==> config.mk <==
export PLATFORM = sky130hd
export DESIGN_NAME = led_trail_fader
export DESIGN_NICKNAME = d
export VERILOG_FILES = /design/src/rtl/led_trail_fader_pkg.sv /design/src/rtl/led_trail_fader_pwm_channel.sv /design/src/rtl/led_trail_fader.sv
export SDC_FILE = /design/constraint.sdc
export NUM_CORES = 1
export LEC_CHECK = 0
export CORE_UTILIZATION = 48
export DETAILED_ROUTE_END_ITERATION = 6
export GPL_ROUTABILITY_DRIVEN = 0
export PLACE_DENSITY = 0.69
export SYNTH_ARGS = -nofsm -noshare
export SYNTH_HDL_FRONTEND = slang
export SYNTH_SLANG_ARGS = --single-unit
==> constraint.sdc <==
create_clock -name clk -period 1.8 [get_ports clk]
set_input_delay 0.18 -clock clk [delete_from_list [all_inputs] [get_ports clk]]
set_output_delay 0.18 -clock clk [all_outputs]
set_load 0.02 [all_outputs]
==> src/rtl/led_trail_fader_pkg.sv <==
// Shared constants and helpers for the LED comet-tail fader.
// Gamma table used when LED_TRAIL_GAMMA_EN is defined.
package led_trail_fader_pkg;

  localparam int DEFAULT_PWM_BITS   = 4;
  localparam int PWM_MAX            = (1 << DEFAULT_PWM_BITS) - 1;
  localparam int DEFAULT_DECAY_DIV  = 1250000;
  localparam int DEFAULT_DECAY_STEP = 3;

  // Counter width that stays at least one bit for a divide-by-one prescaler.
  function automatic int cnt_width(input int n);
    return (n > 1) ? $clog2(n) : 1;
  endfunction

  function automatic logic [3:0] gamma4(input logic [3:0] b);
    logic [3:0] g;
    case (b)
      4'd0, 4'd1, 4'd2: g = 4'd0;
      4'd3, 4'd4:       g = 4'd1;
      4'd5, 4'd6:       g = 4'd2;
      4'd7:             g = 4'd3;
      4'd8:             g = 4'd4;
      4'd9:             g = 4'd5;
      4'd10:            g = 4'd6;
      4'd11:            g = 4'd7;
      4'd12:            g = 4'd9;
      4'd13:            g = 4'd10;
      4'd14:            g = 4'd12;
      4'd15:            g = 4'd15;
      default:          g = 4'd0;
    endcase
    return g;
  endfunction

endpackage

==> src/rtl/led_trail_fader_pwm_channel.sv <==
// One fader channel: brightness register with load/decay, optional gamma
// (LED_TRAIL_GAMMA_EN), PWM compare and registered LED drive.
module led_trail_fader_pwm_channel
  import led_trail_fader_pkg::*;
#(
  parameter int PWM_BITS   = DEFAULT_PWM_BITS,
  parameter int DECAY_STEP = DEFAULT_DECAY_STEP
) (
  input  logic                clk,
  input  logic                reset,
  input  logic                enable_i,
  input  logic                load_i,
  input  logic                tick_i,
  input  logic [PWM_BITS-1:0] pwm_cnt_i,
  output logic                led_o
);

  logic [PWM_BITS-1:0] bright_q, bright_d;
  logic [PWM_BITS-1:0] level_s;
  logic                led_q, led_d;

  // Load outranks decay; decay saturates at zero even for large steps.
  always_comb begin
    bright_d = bright_q;
    if (enable_i && load_i) begin
      bright_d = '1;
    end else if (enable_i && tick_i) begin
      if (int'(bright_q) > DECAY_STEP) begin
        bright_d = bright_q - PWM_BITS'(DECAY_STEP);
      end else begin
        bright_d = '0;
      end
    end else begin
      bright_d = bright_q;
    end
  end

`ifdef LED_TRAIL_GAMMA_EN
  if (PWM_BITS != 4) begin : g_bad_width
    $error("LED_TRAIL_GAMMA_EN requires PWM_BITS == 4");
  end
  // Gamma lookup sits ahead of the output flop, so latency is unchanged.
  always_comb begin
    level_s = gamma4(bright_q);
  end
`else
  // Linear brightness-to-duty mapping.
  always_comb begin
    level_s = bright_q;
  end
`endif

  // PWM compare against the shared counter.
  always_comb begin
    led_d = (level_s > pwm_cnt_i);
  end

  // Brightness and output registers.
  always_ff @(posedge clk or posedge reset) begin
    if (reset) begin
      bright_q <= '0;
      led_q    <= 1'b0;
    end else begin
      bright_q <= bright_d;
      led_q    <= led_d;
    end
  end

  assign led_o = led_q;

endmodule

==> src/rtl/led_trail_fader.sv <==
// Comet-tail LED fader: shared decay prescaler, free-running PWM counter and
// N_LEDS fading channels. Optional gamma mapping via LED_TRAIL_GAMMA_EN.
module led_trail_fader
  import led_trail_fader_pkg::*;
#(
  parameter int N_LEDS     = 8,
  parameter int PWM_BITS   = DEFAULT_PWM_BITS,
  parameter int DECAY_DIV  = DEFAULT_DECAY_DIV,
  parameter int DECAY_STEP = DEFAULT_DECAY_STEP
) (
  input  logic              clk,
  input  logic              reset,
  input  logic              enable,
  input  logic [N_LEDS-1:0] leds_in,
  output logic [N_LEDS-1:0] leds_out,
  output logic              tick
);

  localparam int PRE_W = cnt_width(DECAY_DIV);
  localparam int MAX   = (1 << PWM_BITS) - 1;
  localparam logic [PRE_W-1:0]    PRE_LAST = PRE_W'(DECAY_DIV - 1);
  localparam logic [PWM_BITS-1:0] PWM_LAST = PWM_BITS'(MAX - 1);

  logic [PRE_W-1:0]    presc_q, presc_d;
  logic                tick_q, tick_d;
  logic [PWM_BITS-1:0] pwm_q, pwm_d;

  // Prescaler advances only while enabled; tick flags its wrap one cycle later.
  always_comb begin
    presc_d = presc_q;
    tick_d  = 1'b0;
    if (enable) begin
      if (presc_q == PRE_LAST) begin
        presc_d = '0;
        tick_d  = 1'b1;
      end else begin
        presc_d = presc_q + PRE_W'(1);
        tick_d  = 1'b0;
      end
    end else begin
      presc_d = presc_q;
      tick_d  = 1'b0;
    end
  end

  // PWM period is MAX clocks so that level MAX is constantly on.
  always_comb begin
    if (pwm_q == PWM_LAST) begin
      pwm_d = '0;
    end else begin
      pwm_d = pwm_q + PWM_BITS'(1);
    end
  end

  // Shared timing registers.
  always_ff @(posedge clk or posedge reset) begin
    if (reset) begin
      presc_q <= '0;
      tick_q  <= 1'b0;
      pwm_q   <= '0;
    end else begin
      presc_q <= presc_d;
      tick_q  <= tick_d;
      pwm_q   <= pwm_d;
    end
  end

  for (genvar i = 0; i < N_LEDS; i++) begin : g_ch
    led_trail_fader_pwm_channel #(
      .PWM_BITS  (PWM_BITS),
      .DECAY_STEP(DECAY_STEP)
    ) u_ch (
      .clk      (clk),
      .reset    (reset),
      .enable_i (enable),
      .load_i   (leds_in[i]),
      .tick_i   (tick_q),
      .pwm_cnt_i(pwm_q),
      .led_o    (leds_out[i])
    );
  end

  assign tick = tick_q;

endmodule

Yosys cells after proc, flatten, opt, wreduce, memory -nomap -nowiden --
Index checks and enable logic that the tools add are counted.
Word-level totals: flip-flop bits (word level) 66, bits in latches 0, RAM bits 0, bits in read-only memories 0, input bits 11, output and inout bits 9, logic and storage cells 92, memories 0
Cells by class: $add $sub $neg 10, multiply operators 0, div/mod/pow operators 0, order comparisons 16, equal/unequal tests 2, shift-type cells 0, muxes and demuxes 28, bitwise logic cells 0, reductions and logical operators 17
Operators with widths (number):
- $mux W4 | 25
- $gt A4 B2 Y1 const B | 8
- $gt A4 B4 Y1 | 8
- $sub A4 B2 Y4 const B | 8
- $add A21 B1 Y21 const B | 1
- $eq A21 B21 Y1 const B | 1
- $mux W21 | 1
- $reduce_bool A2 Y1 | 8
- $logic_and A1 B1 Y1 | 9
- $add A4 B1 Y4 const B | 1
- $eq A4 B4 Y1 const B | 1
- $mux W1 | 2

Depth between registers and ports, before layout --
Gate-level depths: netlist of the first run.
word-level depth 4, gate-level depth with buffers 6, mapped depth without buffers 6

By module --
A second synthesis of the first run with hierarchy kept.
Unflattened totals: cells, all modules 399, area total of the unflattened synthesis 3764.9 um2
Modules (own cells, without submodules):
- led_trail_fader_pwm_channel | times used 8, cells each 35, area each 317.8 um2, seq. area each 125.1 um2
- led_trail_fader | times used 1, cells each 119, area each 1222.4 um2, seq. area each 650.6 um2

Worst setup path after synthesis of the first run --
No wires, ideal clock.
kind register -> register, from register presc_q[15], to register presc_q[12], library setup time 0.130 ns, arrival 1.836 ns, data required time 1.670 ns, setup slack -0.165 ns, stages on the path, launching flop included 5, path buffers 0, period minus slack after synthesis 1.965 ns, path through dfrtp_1 or4b_1 or4_4 nor3_4 nor2_1
On the way: longest elaborated chain between the ends 2
Ends and longest elaborated chain:
- from (decl) | line led_trail_fader.sv:24 | logic [PRE_W-1:0] presc_q, presc_d;
- from (signal assigned) | line led_trail_fader.sv:62 | presc_q <= presc_d;
- $eq A21 B21 Y1 | line led_trail_fader.sv:33 | if (presc_q == PRE_LAST) begin
- $mux W21 | line led_trail_fader.sv:33
Every way passes these cells. A chain may end at the register's enable or synchronous reset.

Worst setup path after layout of the first run --
from register presc_q[19], to register presc_q[0]
Same word-level chain as after synthesis.

==> metrics.txt, run 1 <==
core area=7410 sq um; Worst Path Arrival=2180 ps; register area share after synthesis=44.0%; io pins=20; unrepaired setup endpoints after global routing=yes; CTS Buffer Depth=2; count leader, synth=dfrtp_1; worst hold path type=primary input to asynchronous set/reset pin; number of global-route vias before repair=2836; Seq. cell area=1650 sq um; DRC Markers=0; Startpoint Class=register; 1st-pass router iterations=4; Final setup viols=12; Mean Syn Cell Area=9.79 sq um; pre-CTS WS=-216 ps; level count of the clock H-tree=3; Synth Register Bits=66; Final WS setup=-163 ps; Final Util=60.5%; WP buf/inv=0; CTS Root Buffer Type=clkbuf_8; multi-input combinational cell area=1980 sq um; P&R area growth vs syn=19.4%; wire length of the first global-routing pass=13000 um; Synth Cell Area=3750 sq um; Die H=90.4 um; Routed Antenna Nets=0; Synth area leader=dfrtp_1; Commonest cells post-synth=dfrtp_1, nand2_1, ha_1; Critical Path Source=presc_q[19]; Max Clk Rate=509 MHz; Max FO, Critical Path=3; total wire length=7380 um; cts hold-fix bufs=0; share of cells above drive strength 1=16.6%; clock slew at reported path FFs=70 ps; WS Path Type=register to register; Worst-Margin Slew=490 ps; Initial Util=50.6%; FFs w/ async S/R, synth=100%; nets=483; Layout fillers=632; initial antenna violation count=0; CTS buffer count=9; outcome=finished, violations left; Hold Slack=267 ps; largest net degree at the start of global routing=67; grt ovf=0; die width=90.4 um; final hold viol count=0; Pins Over Slew Limit=0; synth warn=0; area of the die=8170 sq um; r2r startpoint=presc_q[19]; Synth top area share=44.0%; Worst EP required=2010 ps; drt initial violations=106; period utilization=109%; # port buffers=19; failing checks=setup timing; Ant. Diodes=0; number of enable flip-flop cells after synthesis=0; synth unique cells=35; slowest CP cell=or4_4; Mapped Cells=383; later-pin clock latency in the skew report=340 ps; # Max-Cap Violations=0; PwrDens=723 nW/um^2; leak pwr=1.87 nW; TNS Setup=-1550 ps; via count=2904; total power after layout=0.00324 W; Via density=5.45; clock sink total=66; Tot GR Track Use=20.0%; CTS tree=done; Crit path max-delay family=simple AND/OR/NAND/NOR gates; hpwl dp=5400 um; Crit path largest cell delay=550 ps; CP Capture Type=register; Rel. slew slack=67.3%; peak supply drop=0.000517 V; syn_nets=435; Worst Clk Skew=6.86 ps; Area contributors post-synth=dfrtp_1, ha_1, nand2_1; Most used DFF post-synth=dfrtp_1; WL per Instance=13.8 um; crit path time final=1960 ps; std cell rows=31; worst path cell trace=or4b_4, or4_4, o31ai_1, mux2i_1
-- power by group --
part	switching, W	internal (W)	total, W
Clock	0.000531	0.000695	0.00123
Combinational	0.000198	0.000175	0.000373
Sequential	0.0000867	0.00156	0.00164
-- sequential cells by signal, summed over array words and instances (netlist names) --
| name | flops |
|---|---|
| g_ch.u_ch.bright_q | 32 |
| presc_q | 21 |
| tick | 1 |
| g_ch.u_ch.led_o | 8 |
| pwm_q | 4 |
-- stage by stage --
| stage | area [sq um] | cells |
|---|---|---|
| 2_1_floorplan | 3750 | 383 |
| 3_3_place_gp | 4250 | 518 |
| 3_5_place_dp | 4250 | 518 |
| 4_1_cts | 4450 | 532 |
| 5_1_grt | 4480 | 533 |
| 6_report | 4480 | 533 |
-- worst paths after layout --
check                      cells past startpoint                  endpoint  slack [ps]
max in group asynchronous                      3  g_ch[1].u_ch.bright_q[1]        1220
setup / recovery                               4                presc_q[0]        -160
hold reg to reg                                1               presc_q[10]         500
setup reg to reg                               4                presc_q[0]        -160
min in group clk                               3  g_ch[4].u_ch.bright_q[3]         460
hold / removal                                 3  g_ch[7].u_ch.bright_q[3]         270
-- layer usage --
layer,wire length (um),up-vias,track usage (%)
met1,3540,1395,25.2
met2,3530,36,33.0
met3,226,5,5.56
li1,-,1468,-
met5,0,-,0
met4,83,0,6.99
-- kinds of logic (layout without fill, tap and decap cells) --
kind of cell / Yosys count / after routing / share of synthesized area, %
compound gates: 88 / 88 / 14.6
mux: 3 / 3 / 0.834
xor+xnor: 13 / 13 / 3.04
buf+inv: 30 / 81 / 3.84
flops: 66 / 66 / 44.0
simple gates: 142 / 142 / 20.0
fa+ha+maj: 41 / 41 / 13.7
-- final cells by class --
| type | instances | share of cell area (%) |
|---|---|---|
| Tap cell | 99 | 2.76 |
| Multi-Input combinational cell | 287 | 44.3 |
| Clock buffer | 11 | 3.38 |
| Inverter | 14 | 1.26 |
| Sequential cell | 66 | 36.9 |
| Clock inverter | 3 | 0.894 |
| Timing Repair Buffer | 53 | 10.5 |
-- placed cells by master, fill, tap and decap left out, types with 3 or more instances in the layout --
cell / instances
a21o_1: 8
a21oi_1: 12
buf_4: 32
clkbuf_8: 11
clkdlybuf4s50_1: 19
dfrtp_1: 64
ha_1: 40
inv_1: 13
nand2_1: 53
nand3_1: 12
nand4_1: 12
nor2_1: 16
nor2b_1: 8
nor3_1: 12
nor4_1: 3
o211ai_1: 9
o21a_1: 24
o21ai_0: 32
or3_1: 5
or4b_2: 9
xnor2_1: 11
-- worst min-delay path, cell delays in order --
cell             delay (ps)
clkdlybuf4s50_1         440
clkinvlp_4               90
buf_12                  300
-- what timing repair did --
action / in CTS / in global routing
endpoints found under the setup margin: 12 / 15
pin swaps: 1 / 1
gates resized for setup: 1 / 8
setup buffers: 0 / 1
(Power assumes the default switching activity.)
==> run 2: changes to the inputs <==
Settings changed: DONT_BUFFER_PORTS from default to 1, PLACE_DENSITY 0.69 to 0.65.
==> run 2 against run 1 <==
Net effect:
- clock skew rose by 5.4 ps
- non-clock buffer count shrank 22
- highest routed layer unchanged
- cell count decreased by 3.8%
- the run still ends with setup timing left
- die area did not move
==> metrics.txt, run 2 (synthesis results as in run 1) <==
Startpoint Class=register; std cell rows=31 (unchanged); WS Path Type=register to register; design area=4310 sq um (-3.9%); Final Util=58.1% (-2.3 points); Worst Path Arrival=2200 ps (+20 ps); peak supply drop=0.000333 V (-36%); Max Used Layer=met4; clock sink total=66 (unchanged); initial antenna violation count=0 (unchanged); met3 WL post-DR=238 um (+5.3%); number of global-route vias before repair=2764 (-2.5%); Worst EP required=2020 ps (about the same); Tot GR Track Use=20.3% (+0.33 points); Met2 Routed Length=3640 um (+3.2%); Largest Register=g_ch.u_ch.bright_q; final hold viol count=0 (unchanged); drt initial violations=130 (+23%); Die H=90.4 um (unchanged); Final WS setup=-177 ps (-13.7 ps); Crit path largest cell delay=570 ps (+20 ps); TNS Setup=-1710 ps (-161 ps); clock slew at reported path FFs=80 ps (about the same); period utilization=110% (+0.76 points); Max FO, Critical Path=8 (+5); failing checks=setup timing; wire length of the first global-routing pass=13100 um (+0.80%); Largest register FFs=32 (unchanged); commonest non-fill, non-tap cell in the layout=dfrtp_1; Hold Startpoint=enable; share of cells above drive strength 1=16.7% (+0.077 points); commonest non-fill, non-tap cells in the layout=dfrtp_1, nand2_1, ha_1, o21ai_0, buf_4; CTS buffer count=9 (unchanged); later-pin clock latency in the skew report=340 ps (about the same); Crit path max-delay family=simple AND/OR/NAND/NOR gates; grt ovf=0 (unchanged); Max Clk Rate=506 MHz (-0.70%); outcome=finished, violations left; Critical Path Source=presc_q[14]; Final setup viols=12 (unchanged); Inst Count DP=490 (-5.4%); WL per Instance=15.2 um (+9.5%); PwrDens=741 nW/um^2 (+2.4%); # port buffers=0 (-19); Via density=5.63 (+3.4%); Pins Over Slew Limit=0 (unchanged); core area=7410 sq um (unchanged); Worst-Margin Slew=647 ps (+157 ps); leak pwr=1.79 nW (-4.4%); total power after layout=0.00319 W (-1.5%); r2r startpoint=presc_q[14]; area of the die=8170 sq um (unchanged); CP Capture Type=register; level count of the clock H-tree=3 (unchanged); io pins=20 (unchanged); slowest CP cell=or4_4; total wire length=7780 um (+5.4%); CTS Root Buffer Type=clkbuf_8; DRC Markers=0 (unchanged); Ant. Diodes=0 (unchanged); 1st-pass router iterations=4 (unchanged); total placed instance area=3990 sq um (-6.1%); Finished Layout Cells=513 (-3.8%); M1 wire length=3800 um (+7.4%); crit path time final=1980 ps (+13.7 ps); largest net degree at the start of global routing=46 (-31%); P&R area growth vs syn=14.8%; CTS tree=done; via count=2889 (-0.52%); die width=90.4 um (unchanged); Worst Clk Skew=12.3 ps (+5.41 ps); worst path cell trace=or4b_4, or4_4, nor3_4, buf_6, a21oi_1; nets=461 (-4.6%); WP buf/inv=1 (+1); hpwl dp=5310 um (-1.6%); Rel. slew slack=56.8% (-11 points); # Max-Cap Violations=0 (unchanged); CTS Buffer Depth=2 (unchanged); Initial Util=50.6% (unchanged); unrepaired setup endpoints after global routing=yes; Routed Antenna Nets=0 (unchanged); worst hold path type=primary input to register
==> run 2: final timing paths <==
| check | endpoint | slack, ps | cells past startpoint |
|---|---|---|---|
| setup / recovery | presc_q[20] | -180 | 5 |
| min in group asynchronous | g_ch[7].u_ch.bright_q[2] | 420 | 2 |
| hold / removal | presc_q[1] | 20 | 2 |
| max in group asynchronous | g_ch[4].u_ch.bright_q[3] | 770 | 3 |
| hold reg to reg | presc_q[0] | 510 | 1 |
| setup reg to reg | presc_q[20] | -180 | 5 |
==> run 2: what timing repair did <==
item	CTS	global route
setup buffers	2	3
gates resized for setup	5	7
endpoints found under the hold margin	29	0
pin swaps	4	3
setup endpoints to repair	12	22
hold buffers	2	0
==> run 2: area by class of cell <==
class	instances	area, sq um
Clock inverter	2	10.0
Tap cell	99	124
Timing Repair Buffer	31	279
Fill cell	663	3100
Inverter	14	60.1
Sequential cell	66	1650
Multi-Input combinational cell	287	2010
Clock buffer	14	173
==> run 2: power breakdown <==
part	internal, W	leakage, nW	switching, W
registers	0.00155	0.683	0.0000515
logic	0.000201	1.01	0.000226
clock network	0.000610	0.0965	0.000552
==> run 2: through the flow <==
stage / worst slack, ps / hold WS (ps)
after CTS: -152 / 4.31
after global routing: -221 / 10.2
after detailed placement: -253 / 172
after global placement: -223 / 160
final: -177 / 16.2
after floorplan: -109 / 324
==> run 2: layer usage <==
layer | global-route usage (%) | up-vias
met4 | 7.93 | 0
met5 | 0 | -
li1 | - | 1428
met1 | 27.0 | 1420
met2 | 32.5 | 33
met3 | 4.29 | 8
==> run 3: changes to the inputs <==
Settings changed: CORE_UTILIZATION 48 to 43, CTS_CLUSTER_DIAMETER from default to 150, PLACE_DENSITY 0.65 to default, RECOVER_POWER from default to 25.
==> run 3 against run 2 <==
Net effect:
- the flow still finishes with violations (setup timing)
- cell area is 0.96% lower
- sequential power hardly changed
- sequential share of layout area is 0.37 points higher
- non-clock buffer count is 2 lower
- critical endpoint is now presc_q[16]
- largest cell class unchanged
==> metrics.txt, run 3 (synthesis results as in run 1) <==
drt initial violations=122 (-6.2%); Sequential Power Share=52.0% (+1.8 points); Ant. Diodes=0 (unchanged); DRC Markers=0 (unchanged); Logic pwr share=13.4% (about the same); final hold viol count=0 (unchanged); Max Clk Rate=507 MHz (+0.30%); # port buffers=0 (unchanged); Startpoint Class=register; initial antenna violation count=0 (unchanged); hpwl dp=5100 um (-4.0%); Final setup viols=12 (unchanged); clock slew at reported path FFs=60 ps (-20 ps); R2R Setup Slk=-170 ps (about the same); WS Path Type=register to register; # Max-Cap Violations=0 (unchanged); commonest non-fill, non-tap cells in the layout=dfrtp_1, nand2_1, ha_1, o21ai_0, o21a_1; r2r startpoint=presc_q[18]; area of the die=9100 sq um (+11%); P&R area growth vs syn=13.7%; period utilization=109% (-0.33 points); core area=8340 sq um (+13%); Largest Register=g_ch.u_ch.bright_q; clock sink total=66 (unchanged); Layout fillers=769 (+16%); R2R depth=5 (unchanged); wire length of the first global-routing pass=12700 um (-2.8%); Hold Startpoint=enable; CP Capture Type=register; worst hold path type=primary input to register; Hold Path Depth=2 (unchanged); Via density=5.56 (-1.2%); WL per Instance=14.2 um (-6.1%); TNS Setup=-1530 ps (+180 ps); number of global-route vias before repair=2694 (-2.5%); reported net switching power=0.000788 W (-5.0%); Clk network pwr share=34.6% (-1.8 points); Worst Clk Skew=6.46 ps (-5.81 ps); Worst-Margin Slew=896 ps (+249 ps); nets=459 (-0.43%); Worst EP required=2010 ps (about the same); leak pwr=1.76 nW (-1.8%); Final Util=51.2% (-7.0 points); CTS Root Buffer Type=clkbuf_8; PwrDens=723 nW/um^2 (-2.4%); hold endpoint=presc_q[1]; commonest non-fill, non-tap cell in the layout=dfrtp_1; grt ovf=0 (unchanged); 1st-pass router iterations=4 (unchanged); largest net degree at the start of global routing=67 (+46%); via count=2859 (-1.0%); Rel. slew slack=40.3% (-17 points); std cell rows=33 (+6.5%); peak supply drop=0.000428 V (+29%); Initial Util=45.0% (-5.7 points); Die H=95.4 um (+5.5%); Routed Antenna Nets=0 (unchanged); outcome=finished, violations left; Net Sw Frac=25.6% (-0.45 points); unrepaired setup endpoints after global routing=yes; Worst Path Arrival=2180 ps (-20 ps); crit path time final=1970 ps (-5.89 ps); Final WS setup=-171 ps (+5.89 ps); failing checks=setup timing; Max FO, Critical Path=8 (unchanged); die width=95.4 um (+5.5%); later-pin clock latency in the skew report=330 ps (about the same); Tot GR Track Use=18.2% (-2.1 points); share of cells above drive strength 1=14.9% (-1.8 points); io pins=20 (unchanged); CTS tree=done; CTS buffer count=9 (unchanged); Largest register FFs=32 (unchanged); CTS Buffer Depth=2 (unchanged); Reg2Reg Capture Point=presc_q[16]; level count of the clock H-tree=3 (unchanged); Pins Over Slew Limit=0 (unchanged); Pint=0.00230 W (-2.8%); total wire length=7310 um (-5.9%)
==> run 3: cell types whose count changed in the layout (fill, tap and decap cells not counted), sizes merged <==
cell	previous run	this run
buf	29	26
clkinv	2	0
==> run 3: stage by stage <==
step / instance area, sq um / cells / power [W] / hold slack, ps / setup slack [ps]
after floorplan: 3750 / 383 / 0.00185 / 324 / -109
after global placement: 4010 / 497 / 0.00203 / 177 / -213
after detailed placement: 4010 / 497 / 0.00204 / 179 / -267
after CTS: 4210 / 513 / 0.00313 / 18.7 / -145
after global routing: 4270 / 514 / 0.00325 / 29.4 / -201
final: 4270 / 514 / 0.00308 / 35.9 / -171
==> run 3: worst max-delay path by stage <==
stage,start,endpoint,slack [ps],cells after the start
floorplan,presc_q[18],presc_q[16],-110,4
finish,presc_q[18],presc_q[16],-170,5
detailed placement,presc_q[19],presc_q[17],-270,4
global placement,presc_q[19],presc_q[12],-210,4
CTS,presc_q[5],presc_q[9],-150,5
global route,presc_q[18],presc_q[7],-200,5
==> run 3: what timing repair did <==
action	4_1_cts	5_1_grt
endpoints found under the hold margin	68	0
setup buffers	1	1
hold buffers	2	0
gates resized for setup	2	9
setup endpoints to repair	12	18
pin swaps	5	2
==> run 3: final cells by class <==
class | count | area, sq um | area share [%]
multi-input cells | 287 | 2000 | 47.0
flip-flops and latches | 66 | 1650 | 38.7
repair buffers | 29 | 260 | 6.10
clock buffers | 13 | 159 | 3.72
well taps | 105 | 131 | 3.08
inverters | 14 | 60.1 | 1.41
==> run 3: critical path, stage by stage, from the launching register on <==
cell	delay [ps]
dfrtp_1	370
or4b_1	530
or4_4	600
nor3_4	170
buf_12	140
a21oi_1	40
==> run 3: power by group through the flow <==
stage | Clock (W) | Combinational [W] | Sequential [W]
floorplan | 0 | 0.000209 | 0.00165
global placement | 0 | 0.000403 | 0.00163
detailed placement | 0 | 0.000407 | 0.00163
CTS | 0.00111 | 0.000415 | 0.00160
global route | 0.00117 | 0.000467 | 0.00161
finish | 0.00107 | 0.000412 | 0.00160
==> run 3: layer usage <==
layer  vias to the layer above  GRT usage [%]  part of all wire (%)
met3                        13           3.67                   3.9
met2                        52           28.8                    47
met5                         -              0                     0
li1                       1423              -                     -
met4                         0           6.59                   1.4
met1                      1371           24.6                    48
